## src/rtl/spinner_pkg.sv

```systemverilog
// spinner_pkg
// Shared definitions for the Arkanoid spinner controller: quadrature phase
// constants, the step direction type, the phase sequencer and the
// saturating accumulator add.
package spinner_pkg;

  // Quadrature {A,B} phases. The controller parks on QUAD_RESET after reset.
  localparam logic [1:0] QUAD_00    = 2'b00;
  localparam logic [1:0] QUAD_01    = 2'b01;
  localparam logic [1:0] QUAD_11    = 2'b11;
  localparam logic [1:0] QUAD_10    = 2'b10;
  localparam logic [1:0] QUAD_RESET = 2'b11;

  typedef enum logic {
    DIR_POS = 1'b0,
    DIR_NEG = 1'b1
  } dir_e;

  // Positive rotation walks 00->10->11->01->00; negative walks the reverse.
  function automatic logic [1:0] quad_next(input logic [1:0] phase, input dir_e neg);
    logic [1:0] nxt;
    case (phase)
      QUAD_00: nxt = (neg == DIR_NEG) ? QUAD_01 : QUAD_10;
      QUAD_10: nxt = (neg == DIR_NEG) ? QUAD_00 : QUAD_11;
      QUAD_11: nxt = (neg == DIR_NEG) ? QUAD_10 : QUAD_01;
      default: nxt = (neg == DIR_NEG) ? QUAD_11 : QUAD_00;
    endcase
    return nxt;
  endfunction

  // Symmetric saturation: the most negative code is never produced, so the
  // accumulator range is +/-(2^(acc_w-1)-1).
  function automatic int sat_add(input int a, input int d, input int acc_w);
    int lim;
    int s;
    lim = (1 << (acc_w - 1)) - 1;
    s   = a + d;
    if (s > lim) begin
      s = lim;
    end else if (s < -lim) begin
      s = -lim;
    end
    return s;
  endfunction

endpackage

```

## src/rtl/spinner_joy_repeat.sv

```systemverilog
// spinner_joy_repeat
// Converts a held joystick left/right into periodic signed step bursts.
// Ports:
//   clk_12m    system clock
//   reset      synchronous active-high reset
//   joy_right  held for positive motion
//   joy_left   held for negative motion
//   joy_fast   selects JOY_FAST steps per event instead of JOY_SLOW
//   delta_j    signed step count for this cycle (zero when no event)
module spinner_joy_repeat
  import spinner_pkg::*;
#(
  parameter int JOY_PERIOD = 96000,
  parameter int JOY_SLOW   = 4,
  parameter int JOY_FAST   = 9,
  parameter int DELTA_W    = 13
) (
  input  logic                      clk_12m,
  input  logic                      reset,
  input  logic                      joy_right,
  input  logic                      joy_left,
  input  logic                      joy_fast,
  output logic signed [DELTA_W-1:0] delta_j
);

  localparam int                      TW   = (JOY_PERIOD > 1) ? $clog2(JOY_PERIOD) : 1;
  localparam logic [TW-1:0]           LAST = TW'(JOY_PERIOD - 1);
  localparam logic signed [DELTA_W-1:0] SLOW = DELTA_W'(JOY_SLOW);
  localparam logic signed [DELTA_W-1:0] FAST = DELTA_W'(JOY_FAST);

  logic [TW-1:0]              joy_timer;
  logic                       one_held;
  logic                       wrap;
  logic signed [DELTA_W-1:0]  mag;

  // Neither or both directions held means no intended motion, so the timer
  // restarts and the first burst only comes a full period after a press.
  assign one_held = joy_right ^ joy_left;
  assign wrap     = one_held && (joy_timer == LAST);
  assign mag      = joy_fast ? FAST : SLOW;

  always_ff @(posedge clk_12m) begin
    if (reset || !one_held || wrap) begin
      joy_timer <= '0;
    end else begin
      joy_timer <= joy_timer + TW'(1);
    end
  end

  always_comb begin
    delta_j = '0;
    if (wrap) begin
      delta_j = joy_right ? mag : -mag;
    end
  end

endmodule

```

## src/rtl/spinner_ctrl.sv

```systemverilog
// spinner_ctrl
// Merges PS/2 mouse X motion and joystick auto-repeat into a signed pending
// step accumulator and drains it as quadrature phases at a fixed step rate.
// Ports:
//   clk_12m       system clock
//   reset         synchronous active-high reset
//   mouse_strobe  toggles once per new mouse packet
//   mouse_dx      9-bit two's complement X delta
//   joy_right     held for positive motion
//   joy_left      held for negative motion
//   joy_fast      larger joystick bursts
//   spinner       quadrature {A,B} to the core
//   busy          pending steps remain
//   dir           direction of the last emitted step, 1 = negative
module spinner_ctrl
  import spinner_pkg::*;
#(
  parameter int ACC_W      = 12,
  parameter int STEP_DIV   = 1000,
  parameter int JOY_PERIOD = 96000,
  parameter int JOY_SLOW   = 4,
  parameter int JOY_FAST   = 9
) (
  input  logic       clk_12m,
  input  logic       reset,
  input  logic       mouse_strobe,
  input  logic [8:0] mouse_dx,
  input  logic       joy_right,
  input  logic       joy_left,
  input  logic       joy_fast,
  output logic [1:0] spinner,
  output logic       busy,
  output logic       dir
);

  localparam int                      DW        = ACC_W + 1;
  localparam int                      SW        = (STEP_DIV > 1) ? $clog2(STEP_DIV) : 1;
  localparam logic [SW-1:0]           STEP_LAST = SW'(STEP_DIV - 1);
  localparam logic signed [ACC_W-1:0] ONE       = ACC_W'(1);

  logic                     strobe_prev;
  logic                     mouse_evt;
  logic                     tick;
  logic                     step;
  logic                     acc_neg;
  logic                     flush;
  logic [SW-1:0]            step_timer;
  logic signed [ACC_W-1:0]  acc;
  logic signed [ACC_W-1:0]  a1;
  logic signed [ACC_W-1:0]  acc_next;
  logic signed [DW-1:0]     delta_m;
  logic signed [DW-1:0]     delta_j;
  logic signed [DW-1:0]     delta;

  spinner_joy_repeat #(
    .JOY_PERIOD (JOY_PERIOD),
    .JOY_SLOW   (JOY_SLOW),
    .JOY_FAST   (JOY_FAST),
    .DELTA_W    (DW)
  ) u_joy (
    .clk_12m   (clk_12m),
    .reset     (reset),
    .joy_right (joy_right),
    .joy_left  (joy_left),
    .joy_fast  (joy_fast),
    .delta_j   (delta_j)
  );

  assign mouse_evt = mouse_strobe ^ strobe_prev;
  assign delta_m   = mouse_evt ? DW'(signed'(mouse_dx)) : '0;
  assign delta     = delta_m + delta_j;
  assign tick      = (step_timer == STEP_LAST);
  assign acc_neg   = acc[ACC_W-1];
  assign step      = tick && (acc != '0);

  // The step is taken first, then the new motion is applied to what is left.
  // Motion against the remaining direction throws the remainder away so the
  // paddle reacts to a reversal immediately instead of finishing old travel.
  always_comb begin
    a1 = acc;
    if (step) begin
      a1 = acc_neg ? (acc + ONE) : (acc - ONE);
    end
    flush = (a1 != '0) && (delta != '0) && (a1[ACC_W-1] != delta[DW-1]);
    if (flush) begin
      acc_next = ACC_W'(sat_add(0, int'(delta), ACC_W));
    end else begin
      acc_next = ACC_W'(sat_add(int'(a1), int'(delta), ACC_W));
    end
  end

  // strobe_prev captures the live strobe level during reset so the first
  // cycle afterwards never sees a phantom mouse packet.
  always_ff @(posedge clk_12m) begin
    if (reset) begin
      step_timer  <= '0;
      strobe_prev <= mouse_strobe;
      acc         <= '0;
      busy        <= 1'b0;
      dir         <= 1'b0;
      spinner     <= QUAD_RESET;
    end else begin
      strobe_prev <= mouse_strobe;
      step_timer  <= tick ? '0 : (step_timer + SW'(1));
      acc         <= acc_next;
      busy        <= (acc_next != '0);
      if (step) begin
        spinner <= quad_next(spinner, acc_neg ? DIR_NEG : DIR_POS);
        dir     <= acc_neg;
      end
    end
  end

endmodule

```

## config.mk

```make
export PLATFORM = sky130hd
export DESIGN_NAME = spinner_ctrl
export DESIGN_NICKNAME = d
export VERILOG_FILES = /design/src/rtl/spinner_pkg.sv /design/src/rtl/spinner_joy_repeat.sv /design/src/rtl/spinner_ctrl.sv
export SDC_FILE = /design/constraint.sdc
export NUM_CORES = 1
export LEC_CHECK = 0
export ABC_AREA = 1
export BUFFER_PORTS_ARGS = -buffer_cell sky130_fd_sc_hd__buf_2
export CAP_MARGIN = 20
export CORE_AREA = 2 2 116 118
export CTS_BUF_LIST = sky130_fd_sc_hd__clkbuf_8
export DETAILED_ROUTE_END_ITERATION = 16
export DIE_AREA = 0 0 118 120
export PLACE_DENSITY_LB_ADDON = 0.05
export SYNTH_ARGS = -nofsm -noshare
export SYNTH_HDL_FRONTEND = slang
export SYNTH_SLANG_ARGS = --single-unit
```

## constraint.sdc

```tcl
create_clock -name clk_12m -period 5.65 [get_ports clk_12m]
set_input_delay 0.565 -clock clk_12m [delete_from_list [all_inputs] [get_ports clk_12m]]
set_output_delay 0.565 -clock clk_12m [all_outputs]
set_load 0.02 [all_outputs]
```

==> results of run 1 <==
-- power by group through the flow --
| stage | clock network [mW] | logic, mW | registers (mW) |
|---|---|---|---|
| 2_1_floorplan | 0 | 1.04 | 0.397 |
| 3_3_place_gp | 0 | 1.30 | 0.415 |
| 3_5_place_dp | 0 | 1.30 | 0.416 |
| 4_1_cts | 0.270 | 1.30 | 0.409 |
| 5_1_grt | 0.288 | 1.51 | 0.416 |
| 6_report | 0.259 | 1.30 | 0.408 |
-- metal layers --
metal	vias to the layer above	share of wire [%]	global-route usage (%)
li1	2341	-	-
met1	1906	48	22.2
met2	53	48	31.1
met3	9	2.4	2.28
met4	0	1.0	3.09
met5	-	0	0
-- layout by cell type (no fill, tap or decap), types with 4 or more instances in the layout --
| cell type | n |
|---|---|
| xnor2_1 | 4 |
| xor2_1 | 20 |
| nor2_4 | 4 |
| nand3_2 | 4 |
| ha_1 | 35 |
| dfxtp_1 | 44 |
| nand3_1 | 54 |
| a21oi_1 | 34 |
| nor3b_1 | 4 |
| nand2_1 | 186 |
| inv_2 | 5 |
| clkbuf_8 | 5 |
| inv_1 | 110 |
| nor2_1 | 94 |
| nand4_1 | 20 |
| buf_2 | 18 |
| o21ai_0 | 15 |
| or2_2 | 5 |
| nand2_2 | 16 |
| nor3_1 | 20 |
| o21bai_1 | 5 |
| nor4_1 | 5 |
-- path summary, 6_finish.rpt --
| path | startpoint | to | cells past startpoint |
|---|---|---|---|
| worst max-delay path | u_joy.joy_timer[0]$_SDFF_PP0_ | busy$_SDFF_PP0_ | 33 |
| worst min-delay path | mouse_strobe | strobe_prev$_DFF_P_ | 1 |
| worst max register to register | u_joy.joy_timer[0]$_SDFF_PP0_ | busy$_SDFF_PP0_ | 33 |
| worst min register to register | step_timer[0]$_SDFF_PP0_ | step_timer[0]$_SDFF_PP0_ | 1 |
-- flip-flops by register name (all words and copies together) (netlist names) --
name             count
spinner              2
strobe_prev          1
dir                  1
step_timer          10
acc                 12
u_joy.joy_timer     17
busy                 1
-- cells by family (layout without fill, tap and decap cells) --
logic type / count (synthesis) / count (layout) / share of synthesized area, %
adder cells (fa/ha/maj): 38 / 38 / 11.3
XOR/XNOR: 24 / 24 / 4.78
buffers and inverters: 124 / 143 / 11.1
AND/OR/NAND/NOR: 426 / 426 / 44.2
flip-flops: 44 / 44 / 20.0
AO/OA/AOI/OAI: 67 / 67 / 8.56
-- final cells by class --
type	count	area share [%]
clock buffer	5	1.44
clock inverter	3	0.966
inverter	116	9.09
multi-input combinational	555	63.5
sequential	44	18.4
tap	176	4.60
timing repair buffer	19	2.04
-- worst max-delay path, delay by kind of cell (launching register included) --
family	cells	cell delay [ps]
buffers and inverters	1	70
and+or+nand+nor	22	2380
adders and majority gates	4	940
AOI/OAI and AO/OA	5	840
DFF	1	370
xor gates and xnor gates	1	210
-- per-stage QoR --
step                      hold WS (ps)  cells  utilization (%)  cell area [sq um]  total power [mW]
final                              378    918             36.9               4790              1.97
after global routing               361    918             36.9               4790              2.22
after CTS                          362    918             36.8               4780              1.98
after detailed placement           443    910             35.9               4670              1.71
after global placement             430    910             35.9               4670              1.71
after floorplan                    418    723                -               4400              1.44
==> results.tsv, run 1 <==
metric	value	unit
dieWidth	118	um
synth.distinct_cells	44	
cts_hold_buf	0	
dpl.hpwl	9.83	mm
cts.clk_slew.worst_paths	100	ps
combPwrFrac	66.1	%
ioPinCount	19	
power_switching	1.02	mW
synth_seq_cells	44	
routed-via-count	4309	
fin_crit	4900	ps
nets	794	
synth_area_leader_cell	dfxtp_1	
synth_edf_count	0	
clockPowerShare	13.1	%
leakage	2.44	nW
area_growth	8.87	%
max_stage_delay	370	ps
hold_path.class	primary input to flop	
max_freq	204	MHz
critPathLaunchType	flop	
gpl.final_weighted_congestion	0.892	
netlist_top_cells_count	186 x nand2_1, 110 x inv_1, 94 x nor2_1	
skew	12.3	ps
netlist_area	0.00440	sq mm
power.internal	0.952	mW
grt_max_degree	18	
yosys-top-cells-area	dfxtp_1 20%, nand2_1 16%, ha_1 10%	
grt_usage	17.3	%
max-cap-violations	0	
period_share	86.7	%
synthCells	723	
crit_top_cell	nand2_1	
rows	42	
syn_nets	776	
worstSetupEndpointType	flop	
peakVddDrop	0.102	mV
grt_pass1_vias	4348	
cts_sinks	44	
clk_latency	310	ps
crit_path_max_fanout	11	
clock_tree.root_cell	clkbuf_8	
p_sw_share	51.6	%
antenna_found_initial	0	
core-area	0.0130	sq mm
portBuffers	18	
grt_pass1_wl	20.2	mm
post-synth-top-area-fraction	20.0	%
dieArea	0.0142	sq mm
ys_warn_count	0	
drive_above_1_share	9.70	%
hold_violations	0	
route.detailed.drc	0	
vias_per_cell	4.69	
ant_nets	0	
regArea	881	sq um
fillers	1512	
cts_tree	done	
rsz0062_at_grt	no	
p_per_area	411	mW/mm^2
cp.arrival	5100	ps
setup_tns	0	ps
rrSetupSlack	750	ps
cts_buffers	5	
insertedDiodeCount	0	
htreeDepth	2	
relSlewSlack	54.6	%
routed_wl	11.5	mm
cts_setup_buffers	0	
cts_buffer_depth	2	
die_y	120	um
avgSynthCellArea	6.09	sq um
pwr-share-seq	20.8	%
synth_ff_type	dfxtp_1	
worst_path_max_delay_cell	dfxtp_1	
final.setup.worst_slack	753	ps
worst_pin_slew	680	ps
gr-total-overflow	0	
firstDrtPassIters	4	
status	completed	
maxSlewViolCount	0	
path_class	flop to flop	
pre_cts_ws	320	ps
multiInputGateArea	0.00304	sq mm
start_util	33.9	%
required	5850	ps
synth.most_common_cell	nand2_1	
seq_area_frac_synth	20.0	%
setup_viol	0	
cts-resized-gates	0	
async_flop_share	0	%
initialDrtViolationCount	167	
wl_per_cell	12.6	um
No activity file was read; power rests on OpenSTA's default activity.
==> run 2: changes to the inputs <==
ABC_AREA = unset   (was 1)
SYNTH_HIERARCHICAL = 1   (was unset)
==> run 2 against run 1 <==
Net effect:
- critical path depth is 12 lower
- global-route usage is 1.3 points lower
- sequential share of layout area hardly changed
- register-to-register slack worse by 250 ps
- combinational power is 23% lower
- critical path type unchanged
==> results.tsv, run 2 <==
metric	value	unit
status	completed	
area_growth	8.02	%
worstSetupEndpointType	flop	
firstDrtPassIters	4	
antenna_found_initial	0	
routed-via-count	3879	
cts_hold_buf	0	
wl_per_cell	15.0	um
cts_buffer_depth	2	
post-route-util	36.9	%
synth-compound-area-share	24.1	%
insertedDiodeCount	0	
cp.arrival	5330	ps
cts.clk_slew.worst_paths	90	ps
clock_tree.root_cell	clkbuf_8	
leakage	1.92	nW
ys_warn_count	6	
setup_tns	0	ps
gr-total-overflow	0	
gpl.final_weighted_congestion	0.823	
grt_pass1_wl	18.6	mm
die_y	120	um
required	5830	ps
fin_crit	5150	ps
reg_top3	u_joy/joy_timer x17, acc x12, step_timer x10	
crit_path_max_fanout	6	
rsz0062_at_grt	no	
netlist_top_cells_count	63 x nor2_1, 44 x dfxtp_1, 40 x ha_1, 40 x nand2_1, 31 x inv_1	
cts_tree	done	
numPlacedInstances	728	
synth_seq_cells	44	
hold_path.class	primary input to flop	
combPwrFrac	60.7	%
portBuffers	18	
crit_family	simple AND/OR/NAND/NOR gates	
maxSlewViolCount	0	
async_flop_share	0	%
synth_top_family_by_area	simple AND/OR/NAND/NOR gates	
max_stage_delay	420	ps
final_common_cell	nor2_1	
synth_area_leader_cell	dfxtp_1	
syn_nets	608	
p_sw_share	46.3	%
core-area	0.0130	sq mm
seq_area_frac_synth	19.9	%
synth.most_common_cell	nor2_1	
fin_cells	737	
htreeDepth	2	
power.total	1.64	mW
avgSynthCellArea	8.05	sq um
drive_above_1_share	13.4	%
clockPowerShare	15.5	%
power_switching	0.760	mW
route.detailed.drc	0	
synthSimpleGateAreaFrac	26.1	%
ioPinCount	19	
setup_viol	0	
fillers	1386	
max-cap-violations	0	
r2r_start	u_joy/joy_timer[0]$_SDFF_PP0_	
cts_sinks	44	
initialDrtViolationCount	139	
start_util	34.1	%
netlist_area	0.00443	sq mm
worst_pin_slew	615	ps
dpl.hpwl	8.93	mm
crit_chain	ha_2 > nand3_4 > nor4_4 > and2_1 > ha_1 > inv_1 > fa_1 > nor2b_1 > o2111ai_2 > and4_1 > nor2_1 > ha_1 > a211o_1 > o22ai_1 > a211o_1 > nand2_1 > xor2_1 > nor3_1 > nand4_1 > nor4b_1 > a21oi_1	
dieWidth	118	um
synth.distinct_cells	87	
critical_path_buf_inv_count	1	
synth_xor_area_share	9.47	%
hold_violations	0	
muxShareOfSynthArea	0.961	%
layout_common_cells	63 x nor2_1, 44 x dfxtp_1, 40 x nand2_1	
path_class	flop to flop	
synthCells	550	
period_share	91.1	%
skew	9.62	ps
post-synth-top-area-fraction	19.9	%
ant_nets	0	
yosys.area_share.adder	12.7	%
pwr-share-seq	23.8	%
power.internal	0.881	mW
synth_edf_count	0	
cts_buffers	5	
rows	42	
p_per_area	343	mW/mm^2
peakVddDrop	0.145	mV
min_from	mouse_strobe	
nets	618	
relSlewSlack	58.6	%
critPathLaunchType	flop	
grt_usage	16.0	%
worst_path_max_delay_cell	nor3_1	
largest_reg_flops	17	
routed_wl	11.1	mm
yosys-top-cells-area	dfxtp_1 20%, ha_1 11%, xnor2_1 5.5%	
grt_pass1_vias	3754	
grt_max_degree	22	
vias_per_cell	5.26	
max_freq	194	MHz
crit_start	u_joy/joy_timer[0]$_SDFF_PP0_	
dieArea	0.0142	sq mm
top_register	u_joy/joy_timer	
clk_latency	310	ps
synth_ff_type	dfxtp_1	
## run 2: cell types whose count changed after synthesis, moves of 15 or more
cell and change:
and2_1 +15, inv_1 -79, nand2_1 -146, nand2_2 -16, nand3_1 -38, nor2_1 -31
xnor2_1 +24
## run 2: final cells by class
| class | count | area [sq um] | area share, % |
|---|---|---|---|
| Clock inverter | 3 | 47.5 | 0.994 |
| Timing Repair Buffer | 27 | 158 | 3.30 |
| Tap cell | 176 | 220 | 4.60 |
| Inverter | 31 | 116 | 2.43 |
| Multi-Input combinational cell | 451 | 3290 | 68.8 |
| Sequential cell | 44 | 881 | 18.4 |
| Clock buffer | 5 | 68.8 | 1.44 |
## run 2: final timing paths
check                                                 to  slack, ps  depth (start not counted)
worst max-delay path                     busy$_SDFF_PP0_        500                         21
worst min-delay path                 strobe_prev$_DFF_P_        370                          1
worst max register to register           busy$_SDFF_PP0_        500                         21
worst min register to register  step_timer[0]$_SDFF_PP0_        460                          1
## run 2: routing by layer
metal	track usage (%)	wire length (um)	part of all wire (%)
met1	21.4	5540	50
met2	27.0	5110	46
met4	3.77	133	1.2
met5	0	0	0
met3	2.52	270	2.4
## run 2: cell families (layout without fill, tap and decap cells)
logic type               Yosys count  after routing
multiplexers                       4              4
AO/OA/AOI/OAI                    142            142
adder cells (fa/ha/maj)           43             43
flip-flops                        44             44
AND/OR/NAND/NOR                  215            215
XOR/XNOR                          47             47
buffers and inverters             55             66
## run 2: stage by stage
step                setup WS (ps)  cell area [sq um]  hold slack, ps
floorplan                     758               4430             418
detailed placement            223               4610             443
global route                 11.3               4780             360
CTS                           187               4730             360
finish                        502               4780             374
global placement              317               4610             436
## run 2: repair_timing
| item | CTS | global route |
|---|---|---|
| endpoints found under the setup margin | 0 | 10 |
| buffers inserted | 0 | 1 |
| resized for setup | 0 | 7 |
## run 2: power groups by stage
| stage | Sequential, mW | Combinational, mW | Clock, mW |
|---|---|---|---|
| after global routing | 0.397 | 1.12 | 0.278 |
| after floorplan | 0.385 | 0.764 | 0 |
| final | 0.390 | 0.996 | 0.255 |
| after CTS | 0.391 | 0.971 | 0.267 |
| after detailed placement | 0.398 | 0.964 | 0 |
| after global placement | 0.400 | 0.965 | 0 |
==> run 3: changes to the inputs <==
ABC_AREA = 1   (was unset)
CORE_AREA = 2 2 125 127   (was 2 2 116 118)
DIE_AREA = 0 0 127 129   (was 0 0 118 120)
==> run 3 against run 2 <==
Net effect:
- non-clock buffer count shrank 8
- power increased by 39%
- design area rose by 15%
- clock power hardly changed
- worst setup slack better by 200 ps
- clock skew shrank 2.0 ps
- sequential power up 6.9%
- final cell count up 52%
- largest cell class unchanged
- highest routed layer unchanged
==> results.tsv, run 3 <==
metric	value	unit
muxShareOfSynthArea	0	%
area_growth	6.49	%
vias_per_cell	4.60	
endpoint	busy$_SDFF_PP0_	
ff2ff_path_depth	34	
max-cap-violations	0	
rrSetupSlack	700	ps
synth_top_family_by_area	simple AND/OR/NAND/NOR gates	
synth-compound-area-share	7.24	%
setup_tns	0	ps
avgSynthCellArea	5.60	sq um
rows	45	
yosys.area_share.adder	10.9	%
antenna_found_initial	0	
cts_tree	done	
synth_seq_cells	44	
synth_area_leader_cell	nand2_1	
cts_sinks	44	
critPathLaunchType	flop	
worstSetupEndpointType	flop	
synth.distinct_cells	43	
grt_usage	17.1	%
insertedDiodeCount	0	
die_y	129	um
final.setup.worst_slack	699	ps
status	completed	
yosys-top-cells-area	nand2_1 24%, dfxtp_1 17%, inv_1 11%	
critical_path_buf_inv_count	4	
cts_hold_buf	0	
final_common_cell	nand2_1	
r2r_start	u_joy/joy_timer[0]$_SDFF_PP0_	
routed-via-count	5167	
p_sw_share	54.0	%
firstDrtPassIters	6	
path_depth	34	
syn_nets	980	
p_per_area	414	mW/mm^2
period_share	87.6	%
clockPowerShare	11.2	%
rsz0062_at_grt	no	
cts_buffers	5	
dieWidth	127	um
async_flop_share	0	%
synth_ff_type	dfxtp_1	
cp.arrival	5160	ps
reg_top3	u_joy/joy_timer x17, acc x12, step_timer x10	
grt_max_degree	18	
crit_start	u_joy/joy_timer[0]$_SDFF_PP0_	
r2r-end	busy$_SDFF_PP0_	
hold_path.class	primary input to flop	
leakage	2.94	nW
synthCells	922	
fillers	1741	
synth.most_common_cell	nand2_1	
worst_pin_slew	512	ps
ioPinCount	19	
netlist_top_cells_count	332 x nand2_1, 151 x inv_1, 105 x nor2_1	
initialDrtViolationCount	227	
htreeDepth	2	
clk_latency	300	ps
setup_viol	0	
regArea	881	sq um
place_area	0.00538	sq mm
portBuffers	18	
cts_setup_buffers	0	
holdWs	395	ps
cts_buffer_depth	2	
grt_pass1_wl	23.1	mm
fin_crit	4950	ps
cts-resized-gates	0	
routed_wl	13.5	mm
wl_per_cell	12.0	um
netlist_area	0.00516	sq mm
synthSimpleGateAreaFrac	49.1	%
required	5850	ps
multiInputGateArea	0.00356	sq mm
cts.clk_slew.worst_paths	90	ps
peakVddDrop	0.127	mV
pre_cts_ws	651	ps
max_stage_delay	390	ps
clock_tree.root_cell	clkbuf_8	
crit_top_cell	nand2_1	
dieArea	0.0164	sq mm
relSlewSlack	65.9	%
start_util	34.5	%
pwr-share-seq	18.3	%
synth_edf_count	0	
ys_warn_count	6	
power_switching	1.23	mW
drive_above_1_share	7.59	%
skew	7.63	ps
top_register	u_joy/joy_timer	
synth_xor_area_share	1.70	%
maxSlewViolCount	0	
combPwrFrac	70.5	%
crit_path_max_fanout	11	
post-synth-top-area-fraction	24.1	%
hold_violations	0	
largest_reg_flops	17	
gpl.final_weighted_congestion	0.848	
nets	992	
path_class	flop to flop	
seq_area_frac_synth	17.1	%
core-area	0.0150	sq mm
max_freq	202	MHz
route.detailed.drc	0	
grt_pass1_vias	4877	
worst_path_max_delay_cell	dfxtp_1	
gr-total-overflow	0	
layout_common_cells	332 x nand2_1, 151 x inv_1, 105 x nor2_1	
power.internal	1.05	mW
ant_nets	0	
crit_family	simple AND/OR/NAND/NOR gates	
final_cell_area	0.00550	sq mm
dpl.hpwl	11.4	mm
==> run 3: cell count changes after synthesis, moves of 10 or more <==
cell     delta
a21o_1     -10
and2_1     -14
inv_1     +120
inv_2      +10
nand2_1   +292
nand3_1    +56
nor2_1     +42
xnor2_1    -23
xor2_1     -13
==> run 3: stage by stage <==
step	util (%)	total power, mW	cells
after CTS	36.7	2.30	1123
after global placement	35.9	2.06	1115
final	36.7	2.28	1123
after floorplan	-	1.67	922
after global routing	36.7	2.56	1123
after detailed placement	35.9	2.03	1115
==> run 3: worst min-delay path by stage <==
stage	slack [ps]	cells after the start	endpoint	startpoint
2_1_floorplan	440	1	u_joy/joy_timer[0]$_SDFF_PP0_	u_joy/joy_timer[0]$_SDFF_PP0_
3_3_place_gp	460	1	u_joy/joy_timer[0]$_SDFF_PP0_	u_joy/joy_timer[0]$_SDFF_PP0_
3_5_place_dp	460	1	u_joy/joy_timer[0]$_SDFF_PP0_	u_joy/joy_timer[0]$_SDFF_PP0_
4_1_cts	390	1	strobe_prev$_DFF_P_	mouse_strobe
5_1_grt	390	1	strobe_prev$_DFF_P_	mouse_strobe
6_report	390	1	strobe_prev$_DFF_P_	mouse_strobe
==> run 3: power by group through the flow <==
stage          sequential (mW)  combinational, mW  clock [mW]
5_1_grt                  0.423               1.86       0.274
3_5_place_dp             0.424               1.60           0
6_report                 0.417               1.61       0.255
3_3_place_gp             0.428               1.63           0
2_1_floorplan            0.400               1.27           0
4_1_cts                  0.416               1.61       0.265
==> run 3: logic make-up (layout without fill, tap and decap cells) <==
family / Yosys count / after routing
fa+ha+maj: 43 / 43
xor+xnor: 10 / 10
flops: 44 / 44
compound gates: 66 / 66
simple gates: 583 / 583
buf+inv: 176 / 189
==> run 3: cell type report <==
type | count | area share, %
Timing Repair Buffer | 19 | 1.77
Inverter | 162 | 11.1
Sequential cell | 44 | 16.0
Clock buffer | 6 | 1.50
Tap cell | 188 | 4.28
Clock inverter | 2 | 0.705
Multi-Input combinational cell | 702 | 64.7
==> run 3: layer usage <==
layer,vias to the layer above,part of all wire [%],global-route usage [%]
li1,2883,-,-
met1,2220,52,24.2
met2,55,45,28.8
met3,9,2.7,1.75
met4,0,0.68,2.52
met5,-,0,0
